==> config.mk <==
export PLATFORM = sky130hd
export DESIGN_NAME = div_unit_flat
export DESIGN_NICKNAME = d
export VERILOG_FILES = /design/src/rtl/div_unit_if.sv /design/src/rtl/div_unit.sv /design/src/flat_wrapper.sv
export SDC_FILE = /design/constraint.sdc
export NUM_CORES = 1
export LEC_CHECK = 0
export CAP_MARGIN = 10
export CORE_ASPECT_RATIO = 0.6
export CORE_MARGIN = 10
export CORE_UTILIZATION = 30
export DETAILED_ROUTE_END_ITERATION = 6
export PLACE_DENSITY = 0.57
export SYNTH_ARGS = -nofsm -noshare
export SYNTH_HDL_FRONTEND = slang
export SYNTH_SLANG_ARGS = --single-unit
==> constraint.sdc <==
create_clock -name clk -period 5.8 [get_ports clk]
set_clock_uncertainty 0.15 [all_clocks]
set_input_delay 1.16 -clock clk [delete_from_list [all_inputs] [get_ports clk]]
set_output_delay 1.16 -clock clk [all_outputs]
set_load 0.02 [all_outputs]
==> src/rtl/div_unit_if.sv <==
// Handshake and operand bundle between the execute stage (master) and the divider (slave).
interface div_unit_if #(parameter int WIDTH = 32);
  logic               start_i;
  logic               signed_i;
  logic [WIDTH-1:0]   dividend_i;
  logic [WIDTH-1:0]   divisor_i;
  logic               annul_i;
  logic               busy_o;
  logic               ready_o;
  logic [2*WIDTH-1:0] result_o;

  modport master (
    output start_i, signed_i, dividend_i, divisor_i, annul_i,
    input  busy_o, ready_o, result_o
  );

  modport slave (
    input  start_i, signed_i, dividend_i, divisor_i, annul_i,
    output busy_o, ready_o, result_o
  );
endinterface

==> src/rtl/div_unit.sv <==
// Iterative radix-2 restoring divider for DIV/DIVU, one quotient bit per clock.
// Optional macro DIV_EARLY_OUT_EN: finish in one edge when |dividend| < |divisor|.
module div_unit #(
  parameter int WIDTH = 32,
  parameter int CNT_W = 6
) (
  input  logic      clk,
  input  logic      rst,
  div_unit_if.slave bus
);

  typedef enum logic [1:0] {IDLE, DIVZERO, ON, END} state_t;

  state_t             state, state_next;
  logic [CNT_W-1:0]   counter;
  logic [WIDTH-1:0]   dvd_shift;
  logic [WIDTH-1:0]   dvs_mag;
  logic [WIDTH-1:0]   partial;
  logic               neg_q;
  logic               neg_r;
  logic [2*WIDTH-1:0] result;

  logic [WIDTH-1:0]   dvd_abs;
  logic [WIDTH-1:0]   dvs_abs;
  logic               early;
  logic [WIDTH:0]     trial;
  logic               qbit;
  logic [WIDTH-1:0]   partial_step;
  logic [WIDTH-1:0]   quot_mag;
  logic [WIDTH-1:0]   quot_fix;
  logic [WIDTH-1:0]   rem_fix;
  logic               last_step;

  // Magnitudes are unsigned WIDTH-bit, so the most negative value maps to 2^(WIDTH-1) exactly.
  assign dvd_abs = (bus.signed_i && bus.dividend_i[WIDTH-1]) ? -bus.dividend_i : bus.dividend_i;
  assign dvs_abs = (bus.signed_i && bus.divisor_i[WIDTH-1])  ? -bus.divisor_i  : bus.divisor_i;

`ifdef DIV_EARLY_OUT_EN
  assign early = (dvd_abs < dvs_abs);
`else
  assign early = 1'b0;
`endif

  // One extra bit on the trial difference keeps large unsigned divisors from overflowing.
  assign trial        = {partial, dvd_shift[WIDTH-1]} - {1'b0, dvs_mag};
  assign qbit         = ~trial[WIDTH];
  assign partial_step = qbit ? trial[WIDTH-1:0] : {partial[WIDTH-2:0], dvd_shift[WIDTH-1]};
  assign quot_mag     = {dvd_shift[WIDTH-2:0], qbit};
  assign quot_fix     = neg_q ? -quot_mag : quot_mag;
  assign rem_fix      = neg_r ? -partial_step : partial_step;
  assign last_step    = (counter == CNT_W'(WIDTH-1));

  always_ff @(posedge clk or negedge rst) begin
    if (!rst) state <= IDLE;
    else      state <= state_next;
  end

  always_comb begin
    state_next = state;
    if (bus.annul_i) begin
      state_next = IDLE;
    end else begin
      case (state)
        IDLE: begin
          if (bus.start_i) begin
            if (bus.divisor_i == '0) state_next = DIVZERO;
            else if (early)          state_next = END;
            else                     state_next = ON;
          end
        end
        DIVZERO: state_next = END;
        ON:      if (last_step) state_next = END;
        END:     if (!bus.start_i) state_next = IDLE;
        default: state_next = IDLE;
      endcase
    end
  end

  always_ff @(posedge clk or negedge rst) begin
    if (!rst) begin
      counter   <= '0;
      dvd_shift <= '0;
      dvs_mag   <= '0;
      partial   <= '0;
      neg_q     <= 1'b0;
      neg_r     <= 1'b0;
      result    <= '0;
    end else if (bus.annul_i) begin
      counter <= '0;
    end else begin
      case (state)
        IDLE: begin
          if (bus.start_i) begin
            dvd_shift <= dvd_abs;
            dvs_mag   <= dvs_abs;
            partial   <= '0;
            counter   <= '0;
            neg_q     <= bus.signed_i & (bus.dividend_i[WIDTH-1] ^ bus.divisor_i[WIDTH-1]);
            neg_r     <= bus.signed_i & bus.dividend_i[WIDTH-1];
            if (bus.divisor_i != '0 && early)
              result <= {bus.dividend_i, {WIDTH{1'b0}}};
          end
        end
        DIVZERO: result <= '0;
        ON: begin
          partial   <= partial_step;
          dvd_shift <= quot_mag;
          if (last_step) begin
            counter <= '0;
            result  <= {rem_fix, quot_fix};
          end else begin
            counter <= counter + CNT_W'(1);
          end
        end
        default: ;
      endcase
    end
  end

  assign bus.busy_o   = (state == DIVZERO) || (state == ON);
  assign bus.ready_o  = (state == END);
  assign bus.result_o = result;

endmodule

==> src/flat_wrapper.sv <==
// flat-port wrapper written by rule: the top's interface ports become plain ports
module div_unit_flat 
#(
  parameter int WIDTH = 32,
  parameter int CNT_W = 6
)
  (clk, rst, bus_start_i, bus_signed_i, bus_dividend_i, bus_divisor_i, bus_annul_i, bus_busy_o, bus_ready_o, bus_result_o);
  div_unit_if #(.WIDTH(WIDTH)) bus_i ();
  input  logic clk;
  input  logic rst;
  input wire logic [$bits(bus_i.start_i)-1:0] bus_start_i;
  input wire logic [$bits(bus_i.signed_i)-1:0] bus_signed_i;
  input wire logic [$bits(bus_i.dividend_i)-1:0] bus_dividend_i;
  input wire logic [$bits(bus_i.divisor_i)-1:0] bus_divisor_i;
  input wire logic [$bits(bus_i.annul_i)-1:0] bus_annul_i;
  output wire logic [$bits(bus_i.busy_o)-1:0] bus_busy_o;
  output wire logic [$bits(bus_i.ready_o)-1:0] bus_ready_o;
  output wire logic [$bits(bus_i.result_o)-1:0] bus_result_o;
  assign bus_i.start_i = bus_start_i;
  assign bus_i.signed_i = bus_signed_i;
  assign bus_i.dividend_i = bus_dividend_i;
  assign bus_i.divisor_i = bus_divisor_i;
  assign bus_i.annul_i = bus_annul_i;
  assign bus_busy_o = bus_i.busy_o;
  assign bus_ready_o = bus_i.ready_o;
  assign bus_result_o = bus_i.result_o;
  div_unit #(.WIDTH(WIDTH), .CNT_W(CNT_W)) u_core (.clk(clk), .rst(rst), .bus(bus_i));
endmodule
# After elaboration in Yosys (flattened, before gate mapping)
# Cells that the tools add are included.
# classes
addsub	6
eq_ne	9
muxes	21
bitwise_logic	5
reduce_logical	13
# ops
cell	count
$mux 32	7
$neg 32->32	4
$pmux 32 s2	2
$pmux 64 s2	1
$mux 64	1
$sub 33x32->33	1
$logic_not 32->1	1
$mux 6	3
$pmux 6 s2	1
$reduce_and 3->1	4
$mux 2	5
$pmux 2 s4	1
$add 6x1->6 const B	1
$eq 6x5->1 const B	1
$ne 3x3->1 const B	2
$eq 2x2->1 const B	2
$reduce_bool 2->1	2
$ne 3x2->1 const B	1
$reduce_bool 3->1	1
$and 1x1->1	2
$eq 2x1->1 const B	1
$logic_and 1x1->1	2
$logic_not 2->1	1
$ne 2x1->1 const B	1
5 further kinds	6
# totals
ff_bits	170
inputBits	69
wordCells	62

# Longest topological paths before layout
# logic_depth
depth_word	6
depth_mapped	22

# Least setup slack after synthesis
# OpenSTA, ideal clock, no wires.
# synth_path
path_type	register to register
startpoint	reg u_core.dvd_shift[31]
endpoint	reg u_core.result[58] (netlist: u_core.bus.result_o[58])
setup_time_ns	0.130
arrival_time_ns	4.232
setup_slack_ns	1.287
stages_incl_launch_ff	23
n_path_buf	2
period_less_slack_ns	4.513
path_cell_list	dfrtp_1 inv_1 ha_1 inv_1 fa_1 a211oi_2 o211ai_2 a311o_1 nand2_1 a21bo_1 xnor2_2 bufinv_8 buf_2 buf_2 mux2i_1 ha_1 nor4b_1 and3_1 mux2_2 nand4_2 o41ai_2 xnor2_1 o21ai_1
# synth_between
elab_chain_len	6
# synth_rtl
item	line	text
start: declaration	div_unit.sv:16	logic [WIDTH-1:0] dvd_shift;
start signal: assignment	div_unit.sv:94	dvd_shift <= dvd_abs;
start signal: assignment	div_unit.sv:107	dvd_shift <= quot_mag;
$sub 33x32->33	div_unit.sv:45	assign trial = {partial, dvd_shift[WIDTH-1]} - {1'b0, dvs_mag};
$mux 32 *	div_unit.sv:47	assign partial_step = qbit ? trial[WIDTH-1:0] : {partial[WIDTH-2:0], dvd_shift[WIDTH-1]};
$neg 32->32	div_unit.sv:50	assign rem_fix = neg_r ? -partial_step : partial_step;
$mux 32 *	div_unit.sv:50	
$mux 64 *	div_unit.sv:108	if (last_step) begin
$pmux 64 s2 *	div_unit.sv:91	case (state)
end signal: assignment	div_unit.sv:101	result <= {bus.dividend_i, {WIDTH{1'b0}}};
end signal: assignment	div_unit.sv:110	result <= {rem_fix, quot_fix};
end: declaration	div_unit.sv:21	logic [2*WIDTH-1:0] result;
# Every way passes the cells marked *; elsewhere a longest branch is shown, timed or not. The select of a mux whose other input is x is not followed.
# A chain may end at the register's enable or synchronous reset.

# Worst setup path after layout
# layout_path
startpoint	reg u_core.dvd_shift[31]
endpoint	reg u_core.result[56] (netlist: u_core.bus.result_o[56])
# The elaborated chain is that of the path after synthesis.

==> impl_metrics.ini <==
[hold_path]
hold_class = reg2reg

[timing]
relSlewSlack_pct = 13.9
setup_violations = 0
finalSetupTns_ns = 0
hold_viol_final = 0
final-max-slew-violation-count = 0
worst_slew_pin_slew_ns = 1.27
layout_min_cycle_time_ns = 4.75
min_period_over_period_pct = 81.9
rsz0062_at_grt = no
max_freq_ghz = 0.210

[finish]
nNetsFinal = 1659
area_growth_pct = 19.5
drive_above_1_share_pct = 5.13
num_antenna_cells = 0

[run_status]
status = finished clean

[setup_path]
worst-path-max-fanout = 28
critPathKind = reg2reg
r2r_slack_ns = 1.05
worstPathArrival_ns = 4.91
slowest_delay_ns = 0.44
cp_slowest_cell = fa_1
end_kind = register
cpLargestDelayFamily = compound AO/OA/AOI/OAI gates
cp_num_buf_inv = 3
path_cells = inv_1 > ha_1 > inv_1 > fa_1 > a211oi_2 > o211ai_2 > a311o_1 > nand2_1 > a21bo_1 > xnor2_4 > bufinv_8 > mux2i_1 > ha_1 > nor4b_1 > and3_1 > mux2_2 > nand4_2 > o21ai_0 > xor2_1 > o21ai_0
startpoint_type = register
worstPathRequired_ns = 5.96

[drt]
drc = 0
antenna_left = 0
dr.pass1.iters = 5
wl_per_cell_um = 18.2
drtIter0Drc = 866
totalWireLength_um = 37900
routed_via_density = 5.15
vias = 10700

[floorplan]
core_area_mm2 = 0.0392
start_util_pct = 30.5
dieArea_mm2 = 0.0485
die_w_um = 278
die_height_um = 175
rows = 56
pin_count = 135

[pwr]
power_switching_w = 0.00275
seq_power_share_pct = 29.7
p_int_w = 0.00316
swShare_pct = 46.5
leakagePower_nw = 5.91
ir_drop_mv = 0.205
p_clk_share_pct = 19.1
power_density_mw_per_mm2 = 413
total_power_w = 0.00590
combPwrFrac_pct = 51.2

[clock_network]
cts_tree = done
cts_hold_buf = 0
cts_made_buffers = 17
clockBufferDepth = 2
cts_resized = 0
clockRootBuffer = clkbuf_16
cts_max_level = 4
clock-sinks = 170
clk-insertion-delay-late_ns = 0.45
clk_pin_slew_ns = 0.07
cts_setup_buffers = 0

[synth]
synth-seq-cells = 170
synthArstFlopShare_pct = 100
ys_types = 79
syn-cell-area_mm2 = 0.0120
ys.warnings.count = 0
synthesis.nets = 1570
ys.flop_type = dfrtp_1
synth_area_per_cell_um2 = 8.20
ys_seq_area_share_pct = 35.6
netlist_instances = 1458
synth_edf_count = 0

[global_route]
gr-total-overflow = 0
grt_pass1_wl_um = 59400
grt_max_degree = 94
track_usage_pct = 15.4
antenna_found_initial = 1
grt_pass1_vias = 9911

[placed_design]
place_congestion = 0.879
numPortBuffers = 134
dp_hpwl_um = 29600

[flow_run]
max-cap-violations = 0
==> registers in the layout, summed over array words and instances, names as in the netlist <==
| signal | flops |
|---|---|
| u_core.bus.result_o | 64 |
| u_core.dvs_mag | 32 |
| u_core.partial | 32 |
| u_core.neg_r | 1 |
| u_core.dvd_shift | 32 |
| u_core.state | 2 |
| u_core.counter | 6 |
| u_core.neg_q | 1 |
==> placed cells by master (no fill, tap or decap), types with 5 or more instances in the layout <==
master           instances
buf_4                   11
nor3b_1                  5
mux2i_1                 27
o21a_1                   6
a22oi_1                  5
a32o_1                   5
a21oi_1                 96
xnor2_1                 61
a211oi_1                 6
nor4_1                  10
clkbuf_16               17
nand2_1                239
o21ai_1                 25
nor2b_1                  9
or2_2                    6
dfrtp_1                170
nor3_1                  26
o41ai_1                 11
or4_1                   15
or3_1                   18
a31oi_1                  8
a21o_1                  12
ha_1                    41
inv_1                   60
clkdlybuf4s50_1        133
nor2_1                  88
nand2b_1                16
nand3_1                 17
o31ai_1                 22
nand4_1                 10
and3_1                   6
and2_1                   9
o211ai_1                 8
o21ai_0                194
xor2_1                  75
o41ai_2                  5
mux2_2                   5
==> cell type report <==
type / instances / area (um^2)
Fill cell: 4009 / 24900
Sequential cell: 170 / 4250
Tap cell: 522 / 653
Clock inverter: 12 / 114
Inverter: 61 / 243
Clock buffer: 20 / 447
Timing Repair Buffer: 145 / 1430
Multi-Input combinational cell: 1152 / 7150
==> per-stage QoR <==
stage | std cells | worst slack, ns | instance area (um^2) | util, % | hold WS (ns)
2_1_floorplan | 1458 | 1.29 | 12000 | - | 0.299
3_3_place_gp | 2050 | 1.21 | 13700 | 35.0 | 0.312
3_5_place_dp | 2050 | 1.09 | 13700 | 35.0 | 0.320
4_1_cts | 2082 | 1.06 | 14300 | 36.5 | 0.334
5_1_grt | 2082 | 0.663 | 14300 | 36.5 | 0.357
6_report | 2082 | 1.05 | 14300 | 36.5 | 0.327
==> worst min-delay path, cell delays in order, from the launching register on <==
cell	delay [ns]
dfrtp_1	0.34
nand2_1	0.05
o21ai_0	0.06
==> metal layers <==
layer / wire length (um) / vias up / global-route usage [%]
met2: 13500 / 343 / 18.6
met5: 0 / - / 0
met1: 21200 / 5045 / 25.2
met4: 436 / 0 / 3.32
li1: - / 5319 / -
met3: 2740 / 25 / 4.02
==> Yosys cell counts, types with 9 or more instances <==
master / number / area [um^2]
nor2_1: 88 / 330
mux2i_1: 27 / 270
a21oi_1: 96 / 480
dfrtp_1: 170 / 4250
nand2_1: 239 / 897
buf_2: 12 / 60.1
xnor2_1: 61 / 534
ha_1: 42 / 526
o21ai_1: 25 / 125
clkbuf_1: 56 / 210
nor4_1: 10 / 62.6
nor2b_1: 9 / 56.3
nand4_1: 10 / 62.6
and2_1: 9 / 56.3
nand3_1: 17 / 85.1
or4_1: 15 / 113
o21ai_0: 194 / 971
nor3_1: 26 / 130
or3_1: 18 / 113
o31ai_1: 22 / 165
inv_1: 60 / 225
a21o_1: 12 / 90.1
nand2b_1: 16 / 100
o41ai_1: 11 / 96.3
xor2_1: 75 / 657
==> cells by family after synthesis <==
logic type                 synth area share [%]
buffers and inverters                      4.70
xor gates and xnor gates                   10.1
DFF                                        35.6
and+or+nand+nor                            19.2
adders and majority gates                  4.56
muxes                                      3.64
AOI/OAI and AO/OA                          22.2
==> power groups by stage <==
stage	sequential (W)	clock, W	combinational [W]
final	0.00175	0.00113	0.00302
after global routing	0.00180	0.00121	0.00337
after CTS	0.00175	0.00116	0.00299
after detailed placement	0.00177	0	0.00297
after global placement	0.00175	0	0.00295
after floorplan	0.00164	0	0.00225
==> path summary, 6_finish.rpt <==
| check | start | cells after the start | endpoint |
|---|---|---|---|
| worst min register to register | u_core.bus.result_o[23]$_DFFE_PN0P_ | 2 | u_core.bus.result_o[23]$_DFFE_PN0P_ |
| worst max register to register | u_core.dvd_shift[31]$_DFFE_PN0P_ | 20 | u_core.bus.result_o[56]$_DFFE_PN0P_ |
| max in group asynchronous | rst | 2 | u_core.dvs_mag[24]$_DFFE_PN0P_ |
| worst max-delay path | u_core.dvd_shift[31]$_DFFE_PN0P_ | 20 | u_core.bus.result_o[56]$_DFFE_PN0P_ |
| worst min-delay path | u_core.bus.result_o[23]$_DFFE_PN0P_ | 2 | u_core.bus.result_o[23]$_DFFE_PN0P_ |
| min in group asynchronous | rst | 1 | u_core.bus.result_o[40]$_DFFE_PN0P_ |
No activity file was read; power rests on OpenSTA's default activity.
==> RTL edit: new RTL, same flow settings <==
Add a define of `DIV_EARLY_OUT_EN`.
--- a/src/rtl/div_unit.sv
+++ b/src/rtl/div_unit.sv
@@ -2,2 +2,4 @@
 // Optional macro DIV_EARLY_OUT_EN: finish in one edge when |dividend| < |divisor|.
+`define DIV_EARLY_OUT_EN
+
 module div_unit #(
Formal check against the unedited RTL: not equivalent (a bounded check fails within 4 cycles, from zero or initial values and one cycle with rst low).
==> RTL edit against the original RTL <==
Worst hold slack better by 0.0040 ns. Critical path depth is 2 higher. Wire length is 43% higher. Sequential power is 16% higher. Final area is 14% higher. Synthesized area is 7.9% higher. Setup slack worse by 0.82 ns. Power is 24% higher. Sequential cell count stayed put. Critical path type unchanged. Highest routed layer is now met5.
==> RTL edit: results (changes against the original RTL) <==
- Clock Pin Slew Worst Setup and Hold Paths: 0.08 ns
- GRT Total Usage: 20.2% (was 15.4%)
- Crit path max fanout: 5 (was 28)
- CTS max path bufs: 2 (unchanged)
- Layout cells sized above 1: 11.8% (was 5.13%)
- Initial DRC Count: 1638 (was 866)
- Routability cong.: 1.02 (was 0.879)
- Seq/Total Area, Yosys: 33.0% (was 35.6%)
- Crit path capture type: register (unchanged)
- Ant. Diodes: 0 (unchanged)
- Outcome: finished, final reports clean (unchanged)
- Async SR Flop Fraction: 100% (unchanged)
- Post-synth top cells: nand2_1 (258), dfrtp_1 (170), o21ai_0 (145), a21oi_1 (102), nor2_1 (101) (was nand2_1 (239), o21ai_0 (194), dfrtp_1 (170), a21oi_1 (96), nor2_1 (88))
- R2R depth: 22 (was 20)
- Worst skew pair latency: roughly 0.46 ns
- Slew headroom: 28.3% (was 13.9%)
- Residual DRC: 0 (unchanged)
- Synth Warn #: 0 (unchanged)
- Global-route wire length before repair: 79600 um (was 59400 um)
- CTS resizes: 0 (unchanged)
- CTS Buf Count: 17 (unchanged)
- Net count after synthesis: 1713 (was 1570)
- Leakage power: 7.01 nW (was 5.91 nW)
- Final net count: 1911 (was 1659)
- Largest net degree at the start of global routing: 91 (was 94)
- Area post-placement: 15600 um2 (was 13700 um2)
- Antenna violations before repair: 5 (was 1)
- Worst hold path type: register to register (unchanged)
- CP arrival: 5.75 ns (was 4.91 ns)
- Reg2reg start: u_core.dvd_shift[31] (unchanged)
- Vias: 12966 (was 10732)
- Drt wl/cell: 23.0 um (was 18.2 um)
- Clock Tree Root: clkbuf_16 (unchanged)
- Hold slack: 0.331 ns (was 0.327 ns)
- Number of port buffers: 134 (unchanged)
- Post-CTS Setup Repair Bufs: 0 (unchanged)
- Max reg flops: 64 (unchanged)
- Reg2reg setup slack: 0.23 ns (was 1.05 ns)
- Initial DRT Pass Iterations: 6 (was 5)
- Top area cells in the synthesized netlist: dfrtp_1 (33%), nand2_1 (7.5%), ha_1 (7.0%) (was dfrtp_1 (36%), o21ai_0 (8.1%), nand2_1 (7.5%))
- Number of global-route vias before repair: 12268 (was 9911)
- H-tree levels: 4 (unchanged)
- Predominant post-synthesis flop cell: dfrtp_1 (unchanged)
- Max IR drop VDD: 250 uV (was 205 uV)
- RR Endpoint: u_core.bus.result_o[62] (was u_core.bus.result_o[56])
- Crit path launch type: register (unchanged)
- Fillers: 4241 (was 4009)
- Synth cell types: 83 (was 79)
- Hpwl dp: 43700 um (was 29600 um)
-- RTL edit: cell count changes after synthesis, moves of 12 or more --
cell / change
buf_2: +12
ha_1: +30
o31ai_1: +18
nor2_1: +13
o221ai_1: +13
a22oi_1: +20
o21ai_0: -49
o21ai_1: -19
nand2_1: +19
-- RTL edit: worst min path at each step --
stage	start	cells after the start	end
final	u_core.bus.result_o[27]	2	u_core.bus.result_o[27]
after global routing	u_core.bus.result_o[12]	2	u_core.bus.result_o[12]
after CTS	u_core.bus.result_o[27]	2	u_core.bus.result_o[27]
after detailed placement	u_core.bus.result_o[27]	2	u_core.bus.result_o[27]
after global placement	u_core.dvs_mag[18]	2	u_core.dvs_mag[18]
after floorplan	u_core.dvs_mag[10]	2	u_core.dvs_mag[10]
-- RTL edit: kinds of logic (layout without fill, tap and decap cells) --
logic type	after synthesis	in the layout	synth area share, %
buffers and inverters	148	359	4.63
muxes	37	37	2.94
and+or+nand+nor	537	537	19.3
adders and majority gates	73	73	7.14
AOI/OAI and AO/OA	468	468	23.6
DFF	170	170	33.0
xor gates and xnor gates	138	138	9.43
-- RTL edit: area by class of cell --
class                      count  area, um2  area share [%]
clock buffer                  17        425            2.61
clock inverter                15        171            1.05
inverter                      70        263            1.61
multi-input combinational   1253       8120            49.9
sequential                   170       4250            26.1
tap                          570        713            4.38
timing repair buffer         257       2330            14.3
-- RTL edit: metal layers --
layer  share of wire (%)  global-route usage [%]  vias to the layer above
met5               0.068                       0                        -
met2                  36                    25.0                      565
met4                0.86                    3.17                        6
met1                  49                    30.5                     6320
li1                    -                       -                     6037
met3                  13                    9.72                       38
-- RTL edit: where the power goes --
part | leakage [nW] | total [mW] | internal [mW] | switching, mW
Sequential | 2.20 | 2.03 | 1.58 | 0.445
Clock | 0.291 | 1.19 | 0.581 | 0.606
Combinational | 4.52 | 4.08 | 1.58 | 2.50
-- RTL edit: metrics by stage --
stage                     std cells  TNS (ns)  util (%)  setup slack, ns  total power, mW
after floorplan                1571         0         -            0.472             4.35
after global placement         2318     -8.14      37.0           -0.210             5.93
after detailed placement       2318    -12.27      37.0           -0.305             5.99
after CTS                      2350         0      38.4            0.166             7.19
after global routing           2352   -0.0587      38.6          -0.0264             7.75
final                          2352         0      38.6            0.229             7.30
-- RTL edit: worst max-delay path, cell delays in order, from the launching register on --
cell       delay, ns
dfrtp_1         0.39
inv_1           0.06
ha_1            0.19
inv_1           0.07
fa_1            0.44
a211oi_4        0.26
o211ai_1        0.23
and3_1          0.28
nand2b_1        0.19
mux2i_2         0.29
nor2_4          0.07
inv_2           0.13
mux2i_1         0.31
ha_2            0.28
nand2_1         0.10
a2111oi_4       0.26
nand3_1         0.18
or2_4           0.31
o41ai_4         0.38
nand4_2         0.22
o31ai_2         0.33
xor2_1          0.19
o221ai_1        0.14
